$ cat src/rtl/emif_rdwr_arbiter.sv
// Read/write arbiter merging the line buffer's EMIF write and read masters onto one
// Avalon-MM burst port; reads win, bounded by a write-starvation guard and a read-beat cap.
module emif_rdwr_arbiter #(
  parameter int RD_MAX_OUTSTANDING = 64,
  parameter int WR_MAX_WAIT        = 256,
  parameter int MAXBURST           = 32
) (
  input  logic         emif_br_clk,
  input  logic         emif_br_reset,
  input  logic [27:0]  wr_addr,
  input  logic         wr_write,
  input  logic [255:0] wr_wdata,
  input  logic [5:0]   wr_burstcount,
  output logic         wr_waitrequest,
  input  logic [27:0]  rd_addr,
  input  logic         rd_read,
  input  logic [5:0]   rd_burstcount,
  output logic         rd_waitrequest,
  output logic [255:0] rd_rdata,
  output logic         rd_readdatavalid,
  output logic [27:0]  avl_addr,
  output logic         avl_read,
  output logic         avl_write,
  output logic [255:0] avl_wdata,
  output logic [5:0]   avl_burstcount,
  input  logic         avl_waitrequest,
  input  logic [255:0] avl_rdata,
  input  logic         avl_readdatavalid,
  output logic         err_spurious_rdv
);

  localparam int                WAIT_W   = $clog2(WR_MAX_WAIT + 2);
  localparam logic [8:0]        RD_CAP   = 9'(RD_MAX_OUTSTANDING);
  localparam logic [5:0]        BC_MAX   = 6'(MAXBURST);
  localparam logic [WAIT_W-1:0] WAIT_SAT = WAIT_W'(WR_MAX_WAIT);

  typedef enum logic [1:0] {
    IDLE     = 2'd0,
    WR_BURST = 2'd1,
    RD_CMD   = 2'd2
  } state_t;

  state_t            state;
  state_t            state_next;
  logic [8:0]        rd_outstanding;
  logic [8:0]        rd_outstanding_next;
  logic [8:0]        rd_sum;
  logic [8:0]        rd_add;
  logic [WAIT_W-1:0] wr_wait_ctr;
  logic [5:0]        wr_beats_left;
  logic              rd_ok;
  logic              wr_ok;
  logic              wr_starved;
  logic              wr_beat;
  logic              rd_accept;
  logic              rd_dec;
  logic              wr_enter;

  // Sum is 9 bits wide so outstanding + burstcount can never wrap past the cap.
  assign rd_sum     = rd_outstanding + {3'b000, rd_burstcount};
  assign rd_ok      = rd_read && (rd_burstcount != 6'd0) && (rd_burstcount <= BC_MAX) && (rd_sum <= RD_CAP);
  assign wr_ok      = wr_write && (wr_burstcount != 6'd0) && (wr_burstcount <= BC_MAX);
  assign wr_starved = (wr_wait_ctr >= WAIT_SAT);
  assign wr_beat    = wr_write && !avl_waitrequest;
  assign rd_accept  = (state == RD_CMD) && rd_read && !avl_waitrequest;
  assign rd_dec     = avl_readdatavalid && (rd_outstanding != 9'd0);
  assign wr_enter   = (state != WR_BURST) && (state_next == WR_BURST);

  always_comb begin
    state_next = state;
    case (state)
      IDLE: begin
        if (wr_ok && wr_starved) begin
          state_next = WR_BURST;
        end else if (rd_ok) begin
          state_next = RD_CMD;
        end else if (wr_ok) begin
          state_next = WR_BURST;
        end else begin
          state_next = IDLE;
        end
      end
      WR_BURST: begin
        if (wr_beat && (wr_beats_left == 6'd1)) begin
          state_next = IDLE;
        end else begin
          state_next = WR_BURST;
        end
      end
      RD_CMD: begin
        if (!rd_read || !avl_waitrequest) begin
          state_next = IDLE;
        end else begin
          state_next = RD_CMD;
        end
      end
      default: state_next = IDLE;
    endcase
  end

  always_comb begin
    avl_addr       = 28'd0;
    avl_wdata      = 256'd0;
    avl_burstcount = 6'd0;
    avl_read       = 1'b0;
    avl_write      = 1'b0;
    wr_waitrequest = 1'b1;
    rd_waitrequest = 1'b1;
    case (state)
      WR_BURST: begin
        avl_addr       = wr_addr;
        avl_wdata      = wr_wdata;
        avl_burstcount = wr_burstcount;
        avl_write      = wr_write;
        wr_waitrequest = avl_waitrequest;
      end
      RD_CMD: begin
        avl_addr       = rd_addr;
        avl_burstcount = rd_burstcount;
        avl_read       = rd_read;
        rd_waitrequest = avl_waitrequest;
      end
      default: begin
        avl_read = 1'b0;
      end
    endcase
  end

  // Returns bypass the FSM entirely so they can overlap a write burst.
  assign rd_rdata         = avl_rdata;
  assign rd_readdatavalid = avl_readdatavalid;

  always_comb begin
    rd_add              = rd_accept ? {3'b000, rd_burstcount} : 9'd0;
    rd_outstanding_next = rd_outstanding + rd_add - {8'd0, rd_dec};
  end

  always_ff @(posedge emif_br_clk or posedge emif_br_reset) begin
    if (emif_br_reset) begin
      state <= IDLE;
    end else begin
      state <= state_next;
    end
  end

  // Write-side bookkeeping: starvation age and remaining beats of the granted burst.
  always_ff @(posedge emif_br_clk or posedge emif_br_reset) begin
    if (emif_br_reset) begin
      wr_wait_ctr   <= '0;
      wr_beats_left <= 6'd0;
    end else if (wr_enter) begin
      wr_wait_ctr   <= '0;
      wr_beats_left <= wr_burstcount;
    end else begin
      if (wr_write && (state != WR_BURST) && (wr_wait_ctr < WAIT_SAT)) begin
        wr_wait_ctr <= wr_wait_ctr + WAIT_W'(1);
      end
      if ((state == WR_BURST) && wr_beat) begin
        wr_beats_left <= wr_beats_left - 6'd1;
      end
    end
  end

  always_ff @(posedge emif_br_clk or posedge emif_br_reset) begin
    if (emif_br_reset) begin
      rd_outstanding   <= 9'd0;
      err_spurious_rdv <= 1'b0;
    end else begin
      rd_outstanding <= rd_outstanding_next;
      if (avl_readdatavalid && (rd_outstanding == 9'd0)) begin
        err_spurious_rdv <= 1'b1;
      end
    end
  end

endmodule

$ cat config.mk
export PLATFORM = sky130hd
export DESIGN_NAME = emif_rdwr_arbiter
export DESIGN_NICKNAME = d
export VERILOG_FILES = /design/src/rtl/emif_rdwr_arbiter.sv
export SDC_FILE = /design/constraint.sdc
export NUM_CORES = 1
export LEC_CHECK = 0
export BUFFER_PORTS_ARGS = -buffer_cell sky130_fd_sc_hd__buf_4
export CORE_AREA = 10 10 439 441
export DETAILED_ROUTE_END_ITERATION = 10
export DIE_AREA = 0 0 449 451
export GPL_ROUTABILITY_DRIVEN = 0
export PLACE_DENSITY = 0.31
export SYNTH_ARGS = -nofsm -noshare
export SYNTH_HDL_FRONTEND = slang
export SYNTH_SLANG_ARGS = --single-unit
$ cat constraint.sdc
create_clock -name emif_br_clk -period 3.8 [get_ports emif_br_clk]
set_input_delay 0.38 -clock emif_br_clk [delete_from_list [all_inputs] [get_ports emif_br_clk]]
set_output_delay 0.38 -clock emif_br_clk [all_outputs]
set_load 0.03 [all_outputs]
Word level (Yosys, flattened, before mapping). Index checks and enable logic that the tools add are counted.

Bits in registers: 27. Bits in latches: 0. Memory bits (writable): 0. ROM bits: 0. Bits of input ports: 586. Output and inout port bits: 552. Logic and storage cells: 64. Memories: 0.

Add/sub/neg operators: 5. $mul: 0. Div/mod/pow operators: 0. Order comparisons: 5. Equality and inequality tests: 5. Shift-type cells: 0. Multiplexer cells: 18. Bitwise logic cells: 0. Reduce and logical (&&, ||, !) cells: 26.

Operators with widths (number): 2-to-1 mux 256 bit (1); case mux 28 bit (2 select lines) (1); adder 9 x 6 -> 9 bit (2); 2-to-1 mux 6 bit (3); 2-to-1 mux 9 bit (2); logical AND 1 bit (16); less-or-equal comparator 6 bit (second input constant) (2); case mux 6 bit (2 select lines) (1); nonzero test 6 bit (2); adder 9 x 1 -> 9 bit (second input constant) (1); greater-or-equal comparator 9 bit (second input constant) (1); less-or-equal comparator 9 x 7 -> 1 bit (second input constant) (1); logical NOT 9 bit (1); less-than comparator 9 bit (second input constant) (1); nonzero test 9 bit (1); subtractor 9 x 1 -> 9 bit (1); == test 6 x 1 -> 1 bit (second input constant) (1); 2-to-1 mux 1 bit (6); 2-to-1 mux 2 bit (3); case mux 2 bit (3 select lines) (1); subtractor 6 x 1 -> 6 bit (second input constant) (1); == test 2 x 1 -> 1 bit (second input constant) (2); nonzero test 2 bit (2); == test 2 bit (second input constant) (1); other kinds (4) (5).

Depth between registers and ports, before layout.
Depth after elaboration: 10. Mapped depth: 18. Depth with buffers taken out: 17.

Worst setup path before layout. Ideal clock, no wire load.

Kind: flip-flop to flip-flop. Start point: register state[0]. End point: register rd_outstanding[8]. Library setup time: 0.080 ns. Arrival time: 3.372 ns. Data required time: 3.720 ns. Slack: 0.348 ns. Cell stages (with the launch flop): 19. Path buffers: 1. Path through: dfrtp_1 -> inv_1 -> ha_1 -> clkbuf_1 -> and2_1 -> nor2b_1 -> nand2_1 -> ha_1 -> inv_1 -> ha_1 -> inv_1 -> fa_1 -> inv_1 -> a21oi_1 -> o21ai_0 -> a21o_1 -> a21oi_1 -> o21ai_0 -> xnor2_1.

Longest elaborated chain between the ends: 6.

Ends and longest elaborated chain: from (decl) (line 43) `state_t state;`; from (signal assigned) (line 142) `state <= state_next;`; == test 2 bit (line 65) `assign rd_accept = (state == RD_CMD) && rd_read && !avl_waitrequest;`; logical AND 1 bit (2 in a row) (line 65); 2-to-1 mux 6 bit (line 134) `rd_add = rd_accept ? {3'b000, rd_burstcount} : 9'd0;`; adder 9 x 6 -> 9 bit (line 135) `rd_outstanding_next = rd_outstanding + rd_add - {8'd0, rd_dec};`; subtractor 9 x 1 -> 9 bit (line 135); named net rd_outstanding_next[8] (line 46) `logic [8:0] rd_outstanding_next;`; to (signal assigned) (line 169) `rd_outstanding <= rd_outstanding_next;`; to (decl) (line 45) `logic [8:0] rd_outstanding;`.

The timed path passes the listed nets, and every way through them passes these cells. A chain may end at the register's enable or synchronous reset.

Final worst setup path.
Start point: register rd_outstanding[6]. End point: register rd_outstanding[8].

Longest elaborated chain between the ends: 3. Elaborated cells on any way between the ends: 4.

Ends and longest elaborated chain (line): branches (longest 2 deep; another with adder 9 x 6 -> 9 bit); subtractor 9 x 1 -> 9 bit (*) (135); named net rd_outstanding_next[8] (46).

Mark *: on every way through the listed nets, which the timed path passes.

==> metrics.md <==
| Metric | Value |
|---|---|
| Synthesized Nets | 1462 |
| Final WL | ~110000 um |
| Worst EP required | approximately 4 ns |
| Crit Path Max Fanout | 8 |
| Largest net degree at the start of global routing | 103 |
| Worst slew margin | 0.330 |
| Vias in the first global route | around 7300 |
| First-pass GRT wire length | about 130000 um |
| Die W | 449 um |
| Outcome | complete, no violations |
| Synth cell types | between 40 and 50 |
| Root Buffer | clkbuf_16 |
| Grt ovf | 0 |
| Post-route minimum period | 3.39 ns |
| Max Cap Viol | 0 |
| Mapped Cells | between 800 and 900 |
| H-tree depth | 1 |
| Synth area leaders | buf_4 (31%), and2_1 (26%), dfrtp_1 (11%) |
| Syn_area_per_cell | ~7.4 um2 |
| Vias/cell | 2.09 |
| # nets final | 1804 |
| Final Util | 0.0662 |
| Final hold violations | 0 |
| Initial antenna violation count | about 160 |
| Post-synth top area share | 0.309 |
| Leak Pwr | approximately 0.0050 uW |
| Global Route Usage Sum | 0.106 |
| Final setup TNS | 0 ns |
| Hold Crit Class | input pin to async pin |
| Die area | a little over 0.2 mm2 |
| Ys async rst share | 1.00 |
| Post-synth EDFFs | 0 |
| Layout area overhead | 95.6% |
| Resize count post-CTS | 0 |
| Pre-antenna DRT Iters | 5 |
| Max-slew violations | 0 |
| Initial Utilization | 0.0339 |
| Site row count | about 160 |
| Commonest non-fill, non-tap cells in the layout | buf_4 (633), and2_1 (258), a22oi_1 (36) |
| Avg WL per Cell | 31.1 um |
| Detail Route Antenna Nets | 0 |
| I/O pins | ~1100 |
| TritonCTS clock tree | yes |
| F_max | about 290 MHz |
| Sequential share of the synthesized area | 0.108 |
| DP Worst Slack | 0.394 ns |
| Final setup vio count | 0 |
| CTS Buf Count | 3 |
| Post-synth top area cell | buf_4 |
| CP Class | flop to flop |
| Worst clock skew | 0.00601 ns |
| Worst setup margin | 0.406 ns |
| Non-Filler Instances | around 3700 |
| VDD IR max | 0.197 mV |
| DR vias | between 7000 and 8000 |
| Cts hold-fix bufs | 0 |
| Inst Count DP | ~3700 |
| Yosys reg bits | 27 |
| Crit. End Element | flop |
| Chip Height | 451 um |
| Clock slew at reported path FFs | around 0.070 ns |
| Hold WS | approximately 0.2 ns |
| Synth Flop Type | dfrtp_1 |
| IO Port Bufs | 625 |
| Bufs on Longest Clock Path | 2 |
| Worst-Skew Late Latency | roughly 0.27 ns |
| Post-Syn Area | 0.00624 mm2 |
| WP data arrival | about 3.6 ns |
| # DRC | 0 |
| Core ar. | about 0.18 mm2 |
| Worst slew pin tran | approximately 1 ns |
| RSZ-0062 raised after global routing | no |
| Post-DP HPWL | 109000 um |
| Initial DRC count | 665 |
| Warnings, synthesis | 0 |
| CTS Sinks | 27 |
| CP Launch Type | flop |
| Layout cells sized above 1 | 0.551 |
| Most common cell after layout, fill and taps aside | buf_4 |
| Power Dens Cells | between 600 and 700 mW/mm2 |
| Period utilisation layout | 0.893 |
| Post-CTS Setup Repair Bufs | 0 |
-- kinds of logic after synthesis --
kind of cell	Yosys count	share of synthesized area
AO/OA/AOI/OAI	70	0.0782
XOR/XNOR	25	0.0351
adder cells (fa/ha/maj)	31	0.0646
buffers and inverters	329	0.354
flip-flops	27	0.108
multiplexers	7	0.0130
AND/OR/NAND/NOR	356	0.347
-- per-stage QoR --
step | power, uW | area, um2
2_1_floorplan | 4610 | 6240
3_3_place_gp | 7670 | 12100
3_5_place_dp | 7630 | 12100
4_1_cts | 7920 | 12100
5_1_grt | 8150 | 12100
6_report | 7580 | 12200
-- routing by layer --
metal,vias up,track usage,wire length (um)
met1,3451,0.0986,35800
met4,34,0.0128,2480
li1,3119,-,-
met2,825,0.192,57700
met5,-,0.00781,617
met3,288,0.0773,18100
-- critical path: stages (launching register included) --
cell and delay, ns:
dfrtp_1 0.47, inv_1 0.11, ha_1 0.14, nor4b_1 0.40
a21boi_0 0.17, ha_1 0.32, inv_1 0.06, ha_1 0.16
inv_1 0.05, fa_1 0.39, inv_1 0.07, a21oi_1 0.06
o21ai_0 0.28, a21o_1 0.18, a21oi_1 0.09, o21ai_0 0.22
xnor2_1 0.14
-- state kept, by name, summed over array words and instances (netlist names) --
| signal | flops |
|---|---|
| err_spurious_rdv | 1 |
| rd_outstanding | 9 |
| state | 2 |
| wr_beats_left | 6 |
| wr_wait_ctr | 9 |
-- final timing paths --
kind	startpoint	to	slack, ns	cells past startpoint
max	rd_outstanding[6]	rd_outstanding[8]	0.41	16
min	emif_br_reset	err_spurious_rdv	0.20	3
max reg2reg	rd_outstanding[6]	rd_outstanding[8]	0.41	16
min reg2reg	err_spurious_rdv	err_spurious_rdv	0.53	1
max in group asynchronous	emif_br_reset	state[1]	3.32	3
min in group emif_br_clk	wr_burstcount[5]	wr_beats_left[5]	0.39	2
-- cell type report --
cell class,instances,area [um2]
well taps,2480,3100
diodes,26,65.1
repair buffers,635,4790
multi-input cells,489,3370
clock buffers,3,75.1
clock inverters,1,5.00
fillers,21931,172000
flip-flops and latches,27,676
inverters,31,116
-- synthesized netlist by cell type, types with 3 or more instances --
cell        n
a21oi_1    12
inv_1      31
or3_1       4
buf_4     257
mux2_2      5
nand3_1     7
dfrtp_1    27
a21o_1      3
and2_1    258
nor2_1     15
ha_1       29
nand2_1    17
o21ai_0    10
nor2b_1    35
a22oi_1    36
clkbuf_1   38
xnor2_1    15
and3_1      3
xor2_1     10
-- report_power, final --
| group | internal, uW | switching [uW] |
|---|---|---|
| clock network | 142 | 107 |
| registers | 414 | 126 |
| logic | 2310 | 4480 |
| total | 2870 | 4710 |
(Power assumes the default switching activity.)
